**config.mk**
```make
export PLATFORM = sky130hd
export DESIGN_NAME = fifo_queue_flat
export DESIGN_NICKNAME = d
export VERILOG_FILES = /design/src/rtl/fifo_queue_if.sv /design/src/rtl/fifo_queue.sv /design/src/flat_wrapper.sv
export SDC_FILE = /design/constraint.sdc
export NUM_CORES = 1
export LEC_CHECK = 0
export BUFFER_PORTS_ARGS = -buffer_cell sky130_fd_sc_hd__buf_4
export CAP_MARGIN = 20
export CORE_AREA = 2 2 91 93
export CTS_CLUSTER_SIZE = 8
export DETAILED_ROUTE_END_ITERATION = 10
export DIE_AREA = 0 0 93 95
export PLACE_DENSITY = 0.64
export SKIP_LAST_GASP = 1
export SLEW_MARGIN = 20
export SYNTH_ARGS = -nofsm -noshare
export SYNTH_HDL_FRONTEND = slang
export SYNTH_SLANG_ARGS = --single-unit
```
**constraint.sdc**
```tcl
create_clock -name clk -period 3.7 [get_ports clk]
set_clock_uncertainty 0.15 [all_clocks]
set_input_delay 0.555 -clock clk [delete_from_list [all_inputs] [get_ports clk]]
set_output_delay 0.555 -clock clk [all_outputs]
set_load 0.02 [all_outputs]
```
**src/rtl/fifo_queue_if.sv**
```systemverilog
// fifo_queue_if: producer/consumer handshake bundle for fifo_queue.
// master drives push/pop/data_in; slave returns data, occupancy and flags.
interface fifo_queue_if #(
  parameter int DEPTH      = 8,
  parameter int DATA_WIDTH = 8
);
  localparam int CW = $clog2(DEPTH) + 1;

  logic                  push;
  logic                  pop;
  logic [DATA_WIDTH-1:0] data_in;
  logic [DATA_WIDTH-1:0] data_out;
  logic                  out_valid;
  logic [CW-1:0]         count;
  logic                  empty;
  logic                  full;
  logic                  almost_empty;
  logic                  almost_full;
  logic                  overflow;
  logic                  underflow;

  modport master (
    output push, pop, data_in,
    input  data_out, out_valid, count,
    input  empty, full, almost_empty, almost_full,
    input  overflow, underflow
  );

  modport slave (
    input  push, pop, data_in,
    output data_out, out_valid, count,
    output empty, full, almost_empty, almost_full,
    output overflow, underflow
  );
endinterface

```
**src/rtl/fifo_queue.sv**
```systemverilog
// fifo_queue: synchronous FIFO with registered output, occupancy, watermarks
// and sticky overflow/underflow. Ports: clk, rst (sync, active-high), bus.
module fifo_queue #(
  parameter int DEPTH      = 8,
  parameter int DATA_WIDTH = 8,
  parameter int AF_LEVEL   = DEPTH - 1,
  parameter int AE_LEVEL   = 1
) (
  input  logic        clk,
  input  logic        rst,
  fifo_queue_if.slave bus
);
  localparam int AW = $clog2(DEPTH);
  localparam int CW = AW + 1;

  logic [DATA_WIDTH-1:0] mem [DEPTH];
  logic [AW-1:0]         wr_ptr;
  logic [AW-1:0]         rd_ptr;
  logic [CW-1:0]         count;
  logic [DATA_WIDTH-1:0] dout_q;
  logic                  ovalid_q;
  logic                  ovf_q;
  logic                  unf_q;

  logic empty_w;
  logic full_w;
  logic pop_ok;
  logic push_ok;

  assign empty_w = (count == '0);
  assign full_w  = (count == CW'(DEPTH));
  assign pop_ok  = bus.pop && !empty_w;
  // A pop frees the head slot, so a push into a full queue may proceed.
  assign push_ok = bus.push && (!full_w || pop_ok);

  always_ff @(posedge clk) begin
    if (!rst && push_ok) begin
      mem[wr_ptr] <= bus.data_in;
    end
  end

  always_ff @(posedge clk) begin
    if (rst) begin
      wr_ptr   <= '0;
      rd_ptr   <= '0;
      count    <= '0;
      dout_q   <= '0;
      ovalid_q <= 1'b0;
      ovf_q    <= 1'b0;
      unf_q    <= 1'b0;
    end else begin
      if (push_ok) begin
        wr_ptr <= wr_ptr + 1'b1;
      end
      if (pop_ok) begin
        dout_q <= mem[rd_ptr];
        rd_ptr <= rd_ptr + 1'b1;
      end
      ovalid_q <= pop_ok;
      unique case ({push_ok, pop_ok})
        2'b10:   count <= count + 1'b1;
        2'b01:   count <= count - 1'b1;
        default: count <= count;
      endcase
      if (bus.push && !push_ok) begin
        ovf_q <= 1'b1;
      end
      if (bus.pop && !pop_ok) begin
        unf_q <= 1'b1;
      end
    end
  end

  assign bus.data_out     = dout_q;
  assign bus.out_valid    = ovalid_q;
  assign bus.count        = count;
  assign bus.empty        = empty_w;
  assign bus.full         = full_w;
  assign bus.almost_empty = (count <= CW'(AE_LEVEL));
  assign bus.almost_full  = (count >= CW'(AF_LEVEL));
  assign bus.overflow     = ovf_q;
  assign bus.underflow    = unf_q;
endmodule

```
**src/flat_wrapper.sv**
```systemverilog
// flat-port wrapper written by rule: the top's interface ports become plain ports
module fifo_queue_flat 
#(
  parameter int DEPTH      = 8,
  parameter int DATA_WIDTH = 8,
  parameter int AF_LEVEL   = DEPTH - 1,
  parameter int AE_LEVEL   = 1
)
  (clk, rst, bus_push, bus_pop, bus_data_in, bus_data_out, bus_out_valid, bus_count, bus_empty, bus_full, bus_almost_empty, bus_almost_full, bus_overflow, bus_underflow);
  fifo_queue_if #(.DEPTH(DEPTH), .DATA_WIDTH(DATA_WIDTH)) bus_i ();
  input  logic clk;
  input  logic rst;
  input wire logic [$bits(bus_i.push)-1:0] bus_push;
  input wire logic [$bits(bus_i.pop)-1:0] bus_pop;
  input wire logic [$bits(bus_i.data_in)-1:0] bus_data_in;
  output wire logic [$bits(bus_i.data_out)-1:0] bus_data_out;
  output wire logic [$bits(bus_i.out_valid)-1:0] bus_out_valid;
  output wire logic [$bits(bus_i.count)-1:0] bus_count;
  output wire logic [$bits(bus_i.empty)-1:0] bus_empty;
  output wire logic [$bits(bus_i.full)-1:0] bus_full;
  output wire logic [$bits(bus_i.almost_empty)-1:0] bus_almost_empty;
  output wire logic [$bits(bus_i.almost_full)-1:0] bus_almost_full;
  output wire logic [$bits(bus_i.overflow)-1:0] bus_overflow;
  output wire logic [$bits(bus_i.underflow)-1:0] bus_underflow;
  assign bus_i.push = bus_push;
  assign bus_i.pop = bus_pop;
  assign bus_i.data_in = bus_data_in;
  assign bus_data_out = bus_i.data_out;
  assign bus_out_valid = bus_i.out_valid;
  assign bus_count = bus_i.count;
  assign bus_empty = bus_i.empty;
  assign bus_full = bus_i.full;
  assign bus_almost_empty = bus_i.almost_empty;
  assign bus_almost_full = bus_i.almost_full;
  assign bus_overflow = bus_i.overflow;
  assign bus_underflow = bus_i.underflow;
  fifo_queue #(.DEPTH(DEPTH), .DATA_WIDTH(DATA_WIDTH), .AF_LEVEL(AF_LEVEL), .AE_LEVEL(AE_LEVEL)) u_core (.clk(clk), .rst(rst), .bus(bus_i));
endmodule
```
-- Word level (Yosys, flattened, before mapping)
Memory sizes are Yosys's and may differ from the RTL's. A register that Yosys moved wholly into a read port is not among the register bits.
Cells that the tools add are included.
- bits in writable memories: 64
- input port bits: 12
- word-level logic and storage cells: 32
- flip-flop bits (word level): 13
- memories kept: 1
- output and inout bits: 19
- memories (memory ; depth ; bits a word ; read ports ; clocked after Yosys merged registers in ; write ports ; line ; RTL):
    u_core.mem ; 8 ; 8 ; 1 ; 1 ; 1 ; fifo_queue.sv:16 ; logic [DATA_WIDTH-1:0] mem [DEPTH];
- equal/unequal tests: 3
- reduce and logical (&&, ||, !) cells: 13
- add/sub/neg operators: 4
- muxes and demuxes: 3
- order comparisons: 2
- operator list (cell ; number):
    one-hot mux 4 bit (2 select lines) ; 1
    adder 3 x 1 -> 3 bit, second input constant ; 2
    logical AND 1 bit ; 5
    zero test 1 bit ; 5
    adder 4 x 1 -> 4 bit, second input constant ; 1
    equality test 4 bit, second input constant ; 1
    greater-or-equal comparator 4 x 3 -> 1 bit, second input constant ; 1
    less-or-equal comparator 4 x 1 -> 1 bit, second input constant ; 1
    zero test 4 bit ; 1
    subtractor 4 x 1 -> 4 bit, second input constant ; 1
    equality test 2 x 1 -> 1 bit, second input constant ; 1
    equality test 2 bit, second input constant ; 1
    two-way mux 1 bit ; 2
    nonzero test 2 bit ; 1
    logical OR 1 bit ; 1

-- Logic depth before layout (Yosys ltp)
- depth in word-level cells: 8
- mapped depth: 11
- mapped depth without buffers: 11

-- Least setup slack after synthesis
Ideal clock, no wire load.
- kind: reg-to-reg
- start point: register u_core.count[0], in the netlist u_core.bus.count[0]
- end point: memory u_core.mem[4][0] (enable)
- path slack: 0.893 ns
- setup time: 0.395 ns
- period minus slack after synthesis: 2.807 ns
- data arrival time: 2.262 ns
- stages on the path, launching flop included: 8
- cells stage by stage: dfxtp_1 -> inv_1 -> ha_1 -> nand3b_1 -> inv_1 -> a21boi_2 -> nand2_1 -> nor4_1
- elaborated cells on any way between the ends: 10
- those cells by class: eq/ne: 1; mux: 2; reduce/logical: 7
- RTL lines (what ; line ; RTL):
    from (decl) ; fifo_queue.sv:19 ; logic [CW-1:0] count;
    from (signal assigned) ; fifo_queue.sv:61 ; 2'b10: count <= count + 1'b1;
    from (signal assigned) ; fifo_queue.sv:62 ; 2'b01: count <= count - 1'b1;
    from (signal assigned) ; fifo_queue.sv:63 ; default: count <= count;
    equality test 4 bit ; fifo_queue.sv:31 ; assign full_w = (count == CW'(DEPTH));
    named net bus_full ; flat_wrapper.sv:20 ; output wire logic [$bits(bus_i.full)-1:0] bus_full;
    zero test 1 bit ; fifo_queue.sv:34 ; assign push_ok = bus.push && (!full_w || pop_ok);
    logical OR 1 bit ; fifo_queue.sv:34 ;
    logical AND 1 bit ; fifo_queue.sv:34 ;
    logical AND 1 bit ; fifo_queue.sv:37 ; if (!rst && push_ok) begin
    two-way mux 1 bit ; fifo_queue.sv:37 ;
    two-way mux 1 bit (implied by the code) ; fifo_queue.sv:38 ; mem[wr_ptr] <= bus.data_in;
    to (decl) ; fifo_queue.sv:16 ;
The timed path passes the listed nets, and every way through them passes these cells.

-- Worst setup path in the final report
- start point: register u_core.count[0], in the netlist u_core.bus.count[0]
- end point: memory u_core.mem[0][5] (enable)
- longest elaborated chain between the ends: 8
- elaborated cells on any way between the ends: 10
- those cells by class: eq/ne: 1; mux: 2; reduce/logical: 7
- ends and longest elaborated chain (what ; line ; RTL):
    zero test 4 bit ; fifo_queue.sv:30 ; assign empty_w = (count == '0);
    zero test 1 bit ; fifo_queue.sv:32 ; assign pop_ok = bus.pop && !empty_w;
    logical AND 1 bit ; fifo_queue.sv:32 ;
    logical OR 1 bit (*) ; fifo_queue.sv:34 ;
    logical AND 1 bit (*) ; fifo_queue.sv:34 ;
    logical AND 1 bit (*) ; fifo_queue.sv:37 ;
    two-way mux 1 bit (*) ; fifo_queue.sv:37 ;
    two-way mux 1 bit (implied by the code) (*) ; fifo_queue.sv:38 ;
Mark *: on every way between the ends. The rest lies on a longest branch, timed or not.

==> out/results.ini <==
[run_status]
status=finished, final reports clean

[worst_setup_path]
r2r_start=u_core.bus.count[0]
start_kind=flip-flop
worstPathMaxFanout=8
cp.required_ns=3.51
cp.arrival_ns=2.57
worstSetupPathType=flip-flop to flip-flop
crit_start=u_core.bus.count[0]
end_kind=flip-flop

[cells_and_area]
nNetsFinal=278
n_antenna_cell=0
multi_input_area_um2=987
register_area_um2=2340
fin_cells=370
fill_cells=704
syn_to_final_growth_pct=15.9
drive_above_1_share_pct=23.4
finalInstanceArea_um2=3960

[placed_design]
gp_congestion=0.766
placed_cells=354
io_buffers=30
post_dp_cell_area_um2=3740
hpwl_um=4370

[yosys]
synth.cells.most_frequent=edfxtp_1, mux2i_1, dfxtp_1
netlist.area_leader.share_pct=56.2
syn_inst=225
async_flop_share_pct=0
ys_ff_latch=85
avgSynthCellArea_um2=15.2
synth_top_area_cell=edfxtp_1
yosysMostFrequentCell=edfxtp_1
synth_edf_count=64
syn_area_um2=3420
yosys-top-cells-area=edfxtp_1, dfxtp_1, mux2i_1
syn_nets=243
synth_warnings=0
ys_types=41
synthFlopType=edfxtp_1
ys_seq_area_share_pct=68.5

[pwr]
ir_drop_mv=0.382
powerDensity_nw_per_um2=652
power.leakage_nw=1.39

[clock_network]
cts_tree=done
clk_pin_slew_ns=0.09
htree_levels=3
cts_root_buf=clkbuf_8
cts_resized=0
clockBufferDepth=2
cts_buffers=9
clock_latency_ns=0.35
cts_hold_buffers=0
cts_setup_buffers=0
numClockSinks=85

[floorplan]
core_area_um2=7930
rows=33
pin_count=31
dieWidth_um=93
die_y_um=95
start_util_pct=43.1
dieArea_um2=8840

[hold_path]
worstHoldStart=bus_data_in[4]
hold_class=input pin to flip-flop

[route]
drcViolationCount=0
firstDrtPassIters=4
num_vias=1955
first_iter_violations=101
viasPerCell=5.28
drt.antenna.violating_nets=0
wl_um=6580
wire_per_inst_um=17.8

[sta]
worstMarginPinSlew_ns=1.04
max_freq_ghz=0.363
fin_setup_tns_ns=0
rsz0062_at_grt=false
setup_viol=0
slew_violations=0
period_minus_slack_ns=2.76
slew_headroom_pct=30.5
fin_crit_sh_pct=74.5
hold_violations=0

[job]
maxCapViolations=0

[grt]
grt_pass1_vias=1928
grt_start_max_net_pins=30
grt_antenna_before_repair=0
grt_pass1_wl_um=10300
grt_overflow_total=0
grt_usage_pct=16.1

-- cell usage in the layout, fill, tap and decap left out, drive strengths merged, types with 2 or more instances in the layout --
cell type | Yosys | final
edfxtp | 64 | 64
xnor2 | 3 | 3
ha | 6 | 6
clkinv | 0 | 2
bufinv | 0 | 2
a21oi | 5 | 5
nor2b | 3 | 3
nand2 | 7 | 7
xor2 | 4 | 4
a32o | 8 | 8
clkbuf | 3 | 9
nand3b | 2 | 2
nor4 | 2 | 2
inv | 7 | 10
mux2i | 33 | 33
nor3 | 4 | 4
buf | 7 | 34
nor2 | 16 | 16
a22oi | 16 | 16
dfxtp | 21 | 21
-- through the flow --
stage	utilization, %	power (mW)	setup slack, ns	hold slack (ns)
after floorplan	-	1.68	0.893	0.329
after global placement	47.2	1.89	1.13	0.301
after detailed placement	47.2	1.90	0.963	0.306
after CTS	50.0	2.61	0.901	0.271
after global routing	50.0	2.71	0.791	0.276
final	50.0	2.58	0.944	0.287
-- flip-flops by register name (all words and copies together) (netlist names) --
signal and count:
u_core.mem 64, u_core.bus.data_out 8, u_core.bus.count 4, u_core.rd_ptr 3
u_core.wr_ptr 3, u_core.bus.out_valid 1, u_core.bus.overflow 1, u_core.bus.underflow 1
-- critical path, stage by stage, from the launching register on --
cell	delay, ns
dfxtp_1	0.46
inv_1	0.08
ha_1	0.24
nand3b_1	0.11
inv_1	0.08
a21boi_2	0.26
inv_2	0.12
nor4b_2	0.86
-- metal layers --
layer  global-route usage (%)  up-vias  wire, µm
li1                         -      931         -
met4                     8.33        0       160
met5                        0        -         0
met2                     26.8       33      3390
met1                     20.0      979      2850
met3                     2.95       12       177
-- where the power goes --
group          switching [mW]  internal, mW  leakage (nW)
clock network           0.330         0.385         0.114
registers               0.125          1.09         0.750
logic                   0.334         0.316         0.525
-- layout make-up --
cell class / instances / share of cell area [%]
clock buffers: 9 / 3.13
clock inverters: 7 / 2.43
inverters: 7 / 0.663
multi-input cells: 123 / 24.9
flip-flops and latches: 85 / 59.1
well taps: 105 / 3.31
repair buffers: 34 / 6.44
-- kinds of logic (layout without fill, tap and decap cells) --
| group | after synthesis | after routing | share of synthesized area [%] |
|---|---|---|---|
| flip-flops | 85 | 85 | 68.5 |
| AND/OR/NAND/NOR | 42 | 42 | 7.03 |
| AO/OA/AOI/OAI | 35 | 35 | 8.01 |
| multiplexers | 33 | 33 | 9.66 |
| buffers and inverters | 17 | 57 | 2.82 |
| XOR/XNOR | 7 | 7 | 1.79 |
| adder cells (fa/ha/maj) | 6 | 6 | 2.20 |
-- final timing paths --
check | to | slack, ns | depth (start not counted)
max | u_core.mem[0][5] | 0.94 | 7
min | u_core.mem[6][4] | 0.29 | 1
min reg2reg | u_core.bus.data_out[1] | 0.32 | 1
max reg2reg | u_core.mem[0][5] | 0.94 | 7
Note: power is estimated with default switching activity, not from simulation.
